==> src/rtl/oldland_memstage.sv <==
// Memory-access stage of the oldland pipeline: drives the data-bus handshake
// for loads and stores, aligns load data, passes ALU results through to
// writeback, stalls while a transfer is outstanding and signals aborts for
// misalignment, bus errors and transfer timeouts.
module oldland_memstage #(
  parameter int TIMEOUT_CYCLES = 255
) (
  input  logic        clk,
  input  logic        rst,
  input  logic        mem_load,
  input  logic        mem_store,
  input  logic [1:0]  mem_width,
  input  logic [31:0] mar,
  input  logic [31:0] mdr,
  input  logic [31:0] wr_val,
  input  logic        wr_result,
  input  logic [3:0]  rd_sel,
  input  logic        i_valid,
  output logic [29:0] d_addr,
  output logic [3:0]  d_bytesel,
  output logic        d_wr_en,
  output logic        d_access,
  output logic [31:0] d_data_out,
  input  logic [31:0] d_data_in,
  input  logic        d_ack,
  input  logic        d_error,
  output logic        busy,
  output logic        data_abort,
  output logic [31:0] wb_val,
  output logic        wb_en,
  output logic [3:0]  wb_rd_sel,
  output logic        i_valid_out
);

  localparam logic [0:0] IDLE = 1'b0;
  localparam logic [0:0] WAIT = 1'b1;

  // The counter starts at zero on WAIT entry, so the last permitted WAIT
  // cycle is the one in which it holds TIMEOUT_CYCLES-1.
  localparam logic [7:0] TO_LAST = 8'(TIMEOUT_CYCLES - 1);

  logic [0:0] state;
  logic [7:0] wait_cnt;

  logic       load_p1;
  logic [1:0] width_p1;
  logic [1:0] lane_p1;
  logic [3:0] rd_sel_p1;
  logic       wr_result_p1;

  logic mem_req;
  logic misaligned;
  logic accept;
  logic bus_done;
  logic timeout;

  function automatic logic is_misaligned(input logic [1:0] width, input logic [1:0] lane);
    case (width)
      2'b00:   is_misaligned = 1'b0;
      2'b01:   is_misaligned = lane[0];
      default: is_misaligned = (lane != 2'b00);
    endcase
  endfunction

  function automatic logic [3:0] lane_enables(input logic [1:0] width, input logic [1:0] lane);
    case (width)
      2'b00:   lane_enables = 4'b0001 << lane;
      2'b01:   lane_enables = 4'b0011 << lane;
      default: lane_enables = 4'b1111;
    endcase
  endfunction

  // Store data is replicated so every enabled lane sees the right bytes.
  function automatic logic [31:0] store_lanes(input logic [1:0] width, input logic [31:0] data);
    case (width)
      2'b00:   store_lanes = {4{data[7:0]}};
      2'b01:   store_lanes = {2{data[15:0]}};
      default: store_lanes = data;
    endcase
  endfunction

  function automatic logic [31:0] load_align(input logic [1:0] width, input logic [1:0] lane,
                                             input logic [31:0] data);
    logic [31:0] shifted;
    shifted = data >> {lane, 3'b000};
    case (width)
      2'b00:   load_align = {24'd0, shifted[7:0]};
      2'b01:   load_align = {16'd0, shifted[15:0]};
      default: load_align = data;
    endcase
  endfunction

  assign mem_req    = (mem_load | mem_store) & i_valid;
  assign misaligned = is_misaligned(mem_width, mar[1:0]);
  assign accept     = (state == IDLE) && mem_req && !misaligned;
  assign bus_done   = (state == WAIT) && (d_ack || d_error);
  assign timeout    = (state == WAIT) && !(d_ack || d_error) && (wait_cnt == TO_LAST);

  // Stall upstream while a transfer is being accepted or is still in flight.
  assign busy = accept || ((state == WAIT) && !bus_done && !timeout);

  // Request attributes needed to complete the instruction once the bus answers.
  always_ff @(posedge clk) begin
    if (accept) begin
      load_p1      <= !mem_store;
      width_p1     <= mem_width;
      lane_p1      <= mar[1:0];
      rd_sel_p1    <= rd_sel;
      wr_result_p1 <= wr_result;
    end
  end

  // State machine, bus request outputs and writeback outputs.
  always_ff @(posedge clk or posedge rst) begin
    if (rst) begin
      state       <= IDLE;
      wait_cnt    <= 8'd0;
      d_addr      <= 30'd0;
      d_bytesel   <= 4'd0;
      d_wr_en     <= 1'b0;
      d_access    <= 1'b0;
      d_data_out  <= 32'd0;
      data_abort  <= 1'b0;
      wb_val      <= 32'd0;
      wb_en       <= 1'b0;
      wb_rd_sel   <= 4'd0;
      i_valid_out <= 1'b0;
    end else begin
      wb_en       <= 1'b0;
      i_valid_out <= 1'b0;
      data_abort  <= 1'b0;
      case (state)
        IDLE: begin
          if (mem_req) begin
            if (misaligned) begin
              data_abort  <= 1'b1;
              i_valid_out <= 1'b1;
              wb_rd_sel   <= rd_sel;
            end else begin
              state      <= WAIT;
              wait_cnt   <= 8'd0;
              d_access   <= 1'b1;
              d_addr     <= mar[31:2];
              d_bytesel  <= lane_enables(mem_width, mar[1:0]);
              d_wr_en    <= mem_store;
              d_data_out <= store_lanes(mem_width, mdr);
            end
          end else begin
            wb_val      <= wr_val;
            wb_en       <= wr_result & i_valid;
            wb_rd_sel   <= rd_sel;
            i_valid_out <= i_valid;
          end
        end
        WAIT: begin
          if (bus_done || timeout) begin
            state       <= IDLE;
            d_access    <= 1'b0;
            d_addr      <= 30'd0;
            d_bytesel   <= 4'd0;
            d_wr_en     <= 1'b0;
            d_data_out  <= 32'd0;
            i_valid_out <= 1'b1;
            wb_rd_sel   <= rd_sel_p1;
            if (d_error || timeout) begin
              data_abort <= 1'b1;
            end else if (load_p1) begin
              wb_val <= load_align(width_p1, lane_p1, d_data_in);
              wb_en  <= wr_result_p1;
            end
          end else begin
            wait_cnt <= wait_cnt + 8'd1;
          end
        end
        default: state <= IDLE;
      endcase
    end
  end

endmodule

==> config.mk <==
export PLATFORM = sky130hd
export DESIGN_NAME = oldland_memstage
export DESIGN_NICKNAME = d
export VERILOG_FILES = /design/src/rtl/oldland_memstage.sv
export SDC_FILE = /design/constraint.sdc
export NUM_CORES = 1
export LEC_CHECK = 0
export BUFFER_PORTS_ARGS = -buffer_cell sky130_fd_sc_hd__buf_2
export CORE_MARGIN = 2
export CORE_UTILIZATION = 48
export CTS_CLUSTER_DIAMETER = 200
export DETAILED_ROUTE_END_ITERATION = 16
export PLACE_DENSITY_LB_ADDON = 0.2
export SLEW_MARGIN = 0
export SYNTH_ARGS = -nofsm -noshare
export SYNTH_HDL_FRONTEND = slang
export SYNTH_SLANG_ARGS = --single-unit
==> constraint.sdc <==
create_clock -name clk -period 4.4 [get_ports clk]
set_clock_uncertainty 0.1 [all_clocks]
set_input_delay 0.44 -clock clk [delete_from_list [all_inputs] [get_ports clk]]
set_output_delay 0.44 -clock clk [all_outputs]
set_load 0.01 [all_outputs]
==> flow_summary.ini, run 1 <==
[yosys]
synth_cell_types = 54
synth_top_area_cell = dfrtp_1
yosysWarnings = 0
synthMostInstantiatedCell = dfrtp_1
yosys.area.top_type_share_pct = 49.0
synth.yosys.seq_area_share_pct = 54.1
syn_area_per_cell_sq_um = 11.1
async_flop_share_pct = 92.1
synthTopCellsByCount = dfrtp_1 (116), a22o_1 (49), nor2_1 (40)
netlist_area_sq_um = 5920
ys_top_cells_by_area = dfrtp_1 (49%), a22o_1 (7.2%), edfxtp_1 (5.1%), mux2i_1 (4.9%), a21oi_1 (2.9%)
postSynthCellCount = 535
synthFlopType = dfrtp_1
synth.ff_latch_count = 126
synth.net_count = 679
synth-edff-count = 10

[critical_path]
critPathLaunch = wait_cnt[0]
cp.required_ns = 3.86
worstReg2RegStart = lane_p1[1]
cp_max_fo = 14
worstSetupStartpointType = register
critical_path_arrival_ns = 2.00
reg2reg_depth = 4
critPathKind = reg2out
cp-end-kind = output port

[pwr]
ir_drop_v = 0.000254
power_leakage_uw = 0.00393
powerDensity_nw_per_um2 = 475
total_power_uw = 3720

[global_routing]
antenna_found_initial = 0
grt_pass1_vias = 5095
grt_start_max_net_pins = 65
grt_pass1_wl_mm = 26.5
grt_use_total_pct = 25.7
grt_overflow = 0

[hold_path]
worstHoldStart = rd_sel[1]
hold_path_class = in2reg
min_delay_path_depth = 1

[floorplan]
start_util_pct = 49.3
die_x_microns = 115
die_h_microns = 115
dieArea_sq_um = 13200
ioPinCount = 250
rows = 40
design.core.area_sq_um = 12000

[clock_tree]
cts.sinks = 126
cts_tree = yes
clk_path_buf_depth = 2
path_clk_slew_ns = 0.06
cts-htree-levels = 4
cts_root_buf = clkbuf_16
numCtsBuffers = 17
clock_latency_ns = 0.41

[drt]
routed_via_density = 5.65
drt_first_pass_iters = 5
wirelength_mm = 17.0
wl_per_cell_microns = 18.3
drc = 0
vias = 5252
drt_iter0_drc = 356
drtAntennaViolNets = 0

[sta]
min_period_ns = 2.54
relSlewSlack_pct = 20.5
max_freq_ghz = 0.394
setup_viol = 0
hold_violations = 0
timing.final.crit_share_pct = 57.7
tightest_slew_ns = 1.18
rsz0062_at_grt = no
setup_tns_ns = 0
layout_setup_ws_ns = 1.86
slew_violations = 0

[place]
gp_congestion = 0.879
place_ws_ns = 1.75
port_buffers = 249
dp_hpwl_mm = 11.8
place_inst = 896

[run_status]
outcome = finished, final reports clean

[run]
drv_cap = 0

[cells_and_area]
syn_to_final_growth_pct = 32.2
nNetsFinal = 913
layout-drive-gt1-share_pct = 40.7
diodes = 0
final_cell_count_no_fill = 929
fin_util_pct = 65.2
fillCellCount = 956
==> cells in the final DEF, fill, tap and decap left out, types with 10 or more instances in the layout <==
master	count
a22o_1	49
nand2_1	39
o21ai_0	19
a22oi_1	16
edfxtp_1	10
o2bb2ai_1	18
a21oi_1	34
mux2_2	13
mux2i_1	29
a31oi_1	11
inv_1	20
nor2_1	40
nand3_1	12
buf_2	249
clkbuf_16	18
dfrtp_1	116
==> worst max-delay path, cell delays in order, from the launching register on <==
cell      delay, ns
dfrtp_1        0.43
inv_1          0.08
ha_1           0.18
nand3_1        0.23
o211ai_1       0.24
buf_4          0.22
nand2_1        0.06
buf_2          0.15
==> where the power goes <==
group | switching, uW | internal [uW] | total (uW)
logic | 431 | 353 | 784
clock network | 559 | 894 | 1450
registers | 119 | 1370 | 1490
total | 1110 | 2610 | 3720
==> per-stage QoR <==
step | hold slack [ns] | instance area (sq um)
floorplan | 0.408 | 5920
global placement | 0.362 | 7200
detailed placement | 0.371 | 7200
CTS | 0.107 | 7830
global route | 0.113 | 7830
finish | 0.121 | 7830
==> cells by family (layout without fill, tap and decap cells) <==
family / count (synthesis) / count (layout) / share of synthesized area (%)
flops: 126 / 126 / 54.1
xor+xnor: 5 / 5 / 0.740
compound gates: 180 / 180 / 22.4
mux: 44 / 44 / 7.88
simple gates: 113 / 113 / 9.00
buf+inv: 65 / 312 / 5.41
fa+ha+maj: 2 / 2 / 0.423
==> state kept, by name, summed over array words and instances (netlist names), 2 cells and up <==
name,count
d_data_out,32
rd_sel_p1,4
wb_rd_sel,4
d_bytesel,4
width_p1,2
wb_val,32
wait_cnt,8
lane_p1,2
d_addr,30
==> final cells by class <==
cell class                      instances  area [sq um]  share of cell area [%]
Clock buffer                           19           464                    5.93
Clock inverter                         13           154                    1.97
Sequential cell                       126          3200                    40.9
Tap cell                              147           184                    2.35
Timing Repair Buffer                  258          1320                    16.8
Multi-Input combinational cell        344          2420                    30.9
Inverter                               22          85.1                    1.09
==> layer usage <==
layer	vias to the layer above	global-route usage [%]	share of wire, %	wire (microns)
met5	-	0	0	0
met4	0	9.24	1.6	276
met3	24	6.01	6.9	1170
met2	256	39.1	48	8140
met1	2522	36.4	44	7430
li1	2450	-	-	-
==> final timing paths <==
| path | end | slack, ns |
|---|---|---|
| max | busy | 1.86 |
| min | rd_sel_p1[1] | 0.12 |
| max reg2reg | wb_val[13] | 1.87 |
| min reg2reg | d_data_out[20] | 0.39 |
| max in group asynchronous | wb_val[4] | 2.76 |
| min in group asynchronous | d_addr[3] | 0.49 |
==> what timing repair did <==
item	in CTS	in global routing
endpoints found under the hold margin	32	0
resized for setup	0	0
hold buffers	1	0
endpoints found under the setup margin	0	0
buffers inserted	0	0
Power figures use the tool's default switching activity.
==> run 2, diff against run 1 <==
--- a/config.mk
+++ b/config.mk
@@ -7,7 +7,7 @@
 export LEC_CHECK = 0
 export BUFFER_PORTS_ARGS = -buffer_cell sky130_fd_sc_hd__buf_2
 export CORE_MARGIN = 2
-export CORE_UTILIZATION = 48
+export CORE_UTILIZATION = 44
 export CTS_CLUSTER_DIAMETER = 200
 export DETAILED_ROUTE_END_ITERATION = 16
 export PLACE_DENSITY_LB_ADDON = 0.2
==> constraint.sdc (replaced) <==
create_clock -name clk -period 2.05 [get_ports clk]
set_clock_uncertainty 0.1 [all_clocks]
set_input_delay 0.205 -clock clk [delete_from_list [all_inputs] [get_ports clk]]
set_output_delay 0.205 -clock clk [all_outputs]
set_load 0.01 [all_outputs]
==> flow_summary.ini, run 2 (synthesis gave the netlist of run 1 again) <==
[run_status]
outcome = finished, final reports clean

[global_routing]
grt_pass1_vias = 5491
grt_start_max_net_pins = 68
grt_use_total_pct = 24.7
antenna_found_initial = 0
grt_overflow = 0
grt_pass1_wl_mm = 27.9

[sta]
rsz0062_at_grt = yes
setup_tns_ns = 0
timing.final.crit_share_pct = 97.6
finalHoldWorstSlack_ns = 0.0150
max_freq_ghz = 0.500
relSlewSlack_pct = 53.7
setup_viol = 0
hold_violations = 0
min_period_ns = 2.00
tightest_slew_ns = 0.694
slew_violations = 0

[cells_and_area]
fin_util_pct = 65.9
nNetsFinal = 991
final_common_cell = buf_2
diodes = 0
layout-drive-gt1-share_pct = 39.3
final_cell_mix = buf_2 (248), dfrtp_1 (116), dlygate4sd3_1 (61)
syn_to_final_growth_pct = 46.9
final_cell_count_no_fill = 1036
top_regs = d_data_out: 32 flops, wb_val: 32 flops, d_addr: 30 flops

[pwr]
p_seq_share_pct = 39.1
ir_drop_v = 0.000533
pwr-share-clk_pct = 38.0
p_sw_share_pct = 28.1
switching_power_uw = 2280
combinationalPowerShare_pct = 22.9
powerDensity_nw_per_um2 = 932
power_leakage_uw = 0.00429
internal_power_uw = 5830

[critical_path]
critPathKind = reg2out
cp-end-kind = output port
cp_max_fo = 4
critical_path_arrival_ns = 1.70
worstSetupStartpointType = register
cp.required_ns = 1.75

[clock_tree]
cts_root_buf = clkbuf_16
clk_path_buf_depth = 2
clock_latency_ns = 0.41
cts.sinks = 126
path_clk_slew_ns = 0.06
cts_tree = yes
numCtsBuffers = 17
cts-htree-levels = 4

[place]
port_buffers = 249
dp_hpwl_mm = 12.1
gp_congestion = 0.858
place_inst = 938

[drt]
wl_per_cell_microns = 17.1
wirelength_mm = 17.7
drt_iter0_drc = 355
vias = 5511
drc = 0
routed_via_density = 5.32
drt_first_pass_iters = 6
drtAntennaViolNets = 0

[floorplan]
dieArea_sq_um = 14400
die_x_microns = 120
die_h_microns = 120
rows = 42
ioPinCount = 250
design.core.area_sq_um = 13200
start_util_pct = 44.9

[hold_path]
hold_path_class = in2reg

[run]
drv_cap = 0
==> run 2: path summary, 6_finish.rpt <==
| kind | start | end | slack [ns] | cells after the start |
|---|---|---|---|---|
| min in group asynchronous | rst | d_data_out[20] | 0.28 | 3 |
| worst min register to register | d_access | d_access | 0.37 | 1 |
| max in group asynchronous | rst | d_addr[22] | 0.93 | 4 |
| worst min-delay path | mdr[16] | d_data_out[16] | 0.01 | 3 |
| worst max-delay path | wait_cnt[0] | busy | 0.05 | 7 |
| worst max register to register | state | wb_val[30] | 0.12 | 4 |
==> run 2: area by class of cell <==
type,instances,area (sq um)
clock buffers,22,474
clock inverters,10,135
fillers,1028,4490
inverters,22,86.3
multi-input cells,344,2440
flip-flops and latches,126,3200
well taps,176,220
repair buffers,336,2140
==> run 2: what timing repair did <==
| item | in CTS | in global routing |
|---|---|---|
| gates resized for setup | 3 | 4 |
| pin swaps | 1 | 1 |
| hold buffers | 61 | 0 |
| hold endpoints to repair | 81 | 0 |
| endpoints found under the setup margin | 1 | 1 |
| buffers inserted | 2 | 3 |
==> run 2: stage by stage <==
stage          setup slack [ns]  power [uW]  instance area [sq um]
2_1_floorplan             0.316        4140                   5920
3_3_place_gp              0.202        4910                   7410
3_5_place_dp              0.157        4950                   7410
4_1_cts                  0.0224        8170                   8660
5_1_grt                 -0.0490        8500                   8700
6_report                 0.0482        8100                   8700
==> run 2: power groups by stage <==
| stage | sequential, uW | combinational [uW] | clock (uW) |
|---|---|---|---|
| 6_report | 3170 | 1850 | 3080 |
| 5_1_grt | 3220 | 2020 | 3260 |
| 4_1_cts | 3170 | 1860 | 3150 |
| 3_5_place_dp | 3190 | 1760 | 0 |
| 3_3_place_gp | 3190 | 1710 | 0 |
| 2_1_floorplan | 3380 | 760 | 0 |
==> run 2: layer usage <==
metal	routed length, microns	global-route usage [%]
met1	7350	31.9
met2	8640	39.9
met3	1270	6.27
met4	404	9.49
met5	0	0
==> run 2: critical path, cell delays in order, from the launching register on <==
cell and delay, ns:
dfrtp_1 0.39, inv_1 0.06, ha_2 0.20, nand3_4 0.08
o211ai_1 0.20, buf_4 0.17, nand2_2 0.05, buf_6 0.12
==> run 3, diff against run 2 <==
--- a/config.mk
+++ b/config.mk
@@ -7,11 +7,10 @@
 export LEC_CHECK = 0
 export BUFFER_PORTS_ARGS = -buffer_cell sky130_fd_sc_hd__buf_2
 export CORE_MARGIN = 2
-export CORE_UTILIZATION = 44
+export CORE_UTILIZATION = 25
 export CTS_CLUSTER_DIAMETER = 200
 export DETAILED_ROUTE_END_ITERATION = 16
 export PLACE_DENSITY_LB_ADDON = 0.2
-export SLEW_MARGIN = 0
 export SYNTH_ARGS = -nofsm -noshare
 export SYNTH_HDL_FRONTEND = slang
 export SYNTH_SLANG_ARGS = --single-unit
==> flow_summary.ini, run 3 (synthesis gave the netlist of run 1 again) <==
[run_status]
outcome = finished, final reports clean

[critical_path]
critPathKind = reg2out
cp.required_ns = 1.75
cp-end-kind = output port
critPathLaunch = wait_cnt[0]
reg2reg_slack_ns = 0.13
worstReg2RegStart = wait_cnt[0]
reg2reg_depth = 8
crit_end = busy
critical_path_arrival_ns = 1.72
r2r-end = d_data_out[29]
cp_max_fo = 2
worstSetupStartpointType = register

[floorplan]
die_x_microns = 158
start_util_pct = 25.4
ioPinCount = 250
rows = 56
dieArea_sq_um = 24900
die_h_microns = 158
design.core.area_sq_um = 23300

[hold_path]
hold_path_class = in2reg

[clock_tree]
cts.sinks = 126
cts_root_buf = clkbuf_16
clk_path_buf_depth = 2
numCtsBuffers = 17
path_clk_slew_ns = 0.06
cts-htree-levels = 4
clock_latency_ns = 0.41
cts_tree = yes

[sta]
tightest_slew_ns = 0.630
finalHoldWorstSlack_ns = 0.0194
timing.final.crit_share_pct = 98.7
hold_violations = 0
setup_tns_ns = 0
slew_violations = 0
rsz0062_at_grt = yes
min_period_ns = 2.02
max_freq_ghz = 0.494
setup_viol = 0
relSlewSlack_pct = 57.8

[pwr]
power_leakage_uw = 0.00438
powerDensity_nw_per_um2 = 909
ir_drop_v = 0.000470

[drt]
routed_via_density = 4.57
drc = 0
drt_iter0_drc = 275
wl_per_cell_microns = 16.9
wirelength_mm = 20.2
drt_first_pass_iters = 4
vias = 5463
drtAntennaViolNets = 0

[cells_and_area]
top_regs = d_data_out: 32 flops, wb_val: 32 flops, d_addr: 30 flops
layout-drive-gt1-share_pct = 39.3
syn_to_final_growth_pct = 53.1
nNetsFinal = 1007
final_cell_mix = buf_2 (248), dfrtp_1 (115), dlygate4sd3_1 (73)
final_common_cell = buf_2
fin_util_pct = 38.9

[global_routing]
grt_pass1_vias = 5527
grt_use_total_pct = 16.0
grt_pass1_wl_mm = 30.7
grt_start_max_net_pins = 57
antenna_found_initial = 1
grt_overflow = 0

[place]
port_buffers = 249
dp_hpwl_mm = 13.9
gp_congestion = 0.771

[run]
drv_cap = 0
[run 3: cell types whose count changed in the layout (fill, tap and decap cells not counted), moves of 2 or more]
cell           change
inv_6              +4
clkbuf_8           -2
buf_4              +4
clkbuf_16          +3
clkbuf_1           -2
dlygate4sd3_1     +12
clkinv_4           +3
clkinv_2           -2
[run 3: how the worst min path moves through the flow]
stage / to / cells after the start / startpoint
global placement: wb_en / 2 / rst
finish: wb_val[27] / 3 / wr_val[27]
global route: wb_val[28] / 3 / wr_val[28]
detailed placement: wb_en / 2 / rst
floorplan: d_bytesel[1] / 1 / mar[1]
CTS: wb_val[29] / 3 / wr_val[29]
[run 3: layer usage]
metal  global-route usage (%)  up-vias  wire length, microns
li1                         -     2639                     -
met2                     25.7      205                  9390
met1                     20.8     2610                  9180
met3                     5.69        9                  1480
met5                        0        -                     0
met4                     3.72        0                   194
[run 3: power breakdown]
group / total, uW / switching (uW) / internal (uW) / leakage, uW
Combinational: 1920 / 1000 / 917 / 0.00253
Sequential: 3150 / 222 / 2930 / 0.00155
Clock: 3170 / 1250 / 1920 / 0.000296
[run 3: worst max-delay path, cell delays in order (launching register included)]
cell and delay, ns:
dfrtp_1 0.38, inv_1 0.06, ha_2 0.19, nand3_4 0.07, o211ai_1 0.24, clkbuf_16 0.19, nand2_4 0.04, buf_6 0.13
[run 3: what timing repair did]
action / CTS / global route
cloned: 0 / 1
endpoints found under the setup margin: 1 / 1
buffers inserted: 4 / 1
resized for setup: 8 / 2
pin swaps: 2 / 1
endpoints found under the hold margin: 190 / 0
hold buffers: 73 / 0
[run 3: layout make-up]
cell class	count	area, sq um
fillers	2310	14300
multi-input cells	344	2450
clock inverters	13	150
diodes	1	2.50
clock buffers	19	464
inverters	22	86.3
flip-flops and latches	126	3200
repair buffers	352	2310
well taps	319	399
[run 3: per-stage QoR]
step                total power (uW)  cell area [sq um]  worst slack [ns]  instances
floorplan                       4140               5920             0.316        535
global route                    8700               9070           -0.0693       1196
CTS                             8360               9030           -0.0313       1193
detailed placement              4990               7620             0.236       1085
finish                          8250               9070            0.0264       1196
global placement                5000               7620             0.253       1085
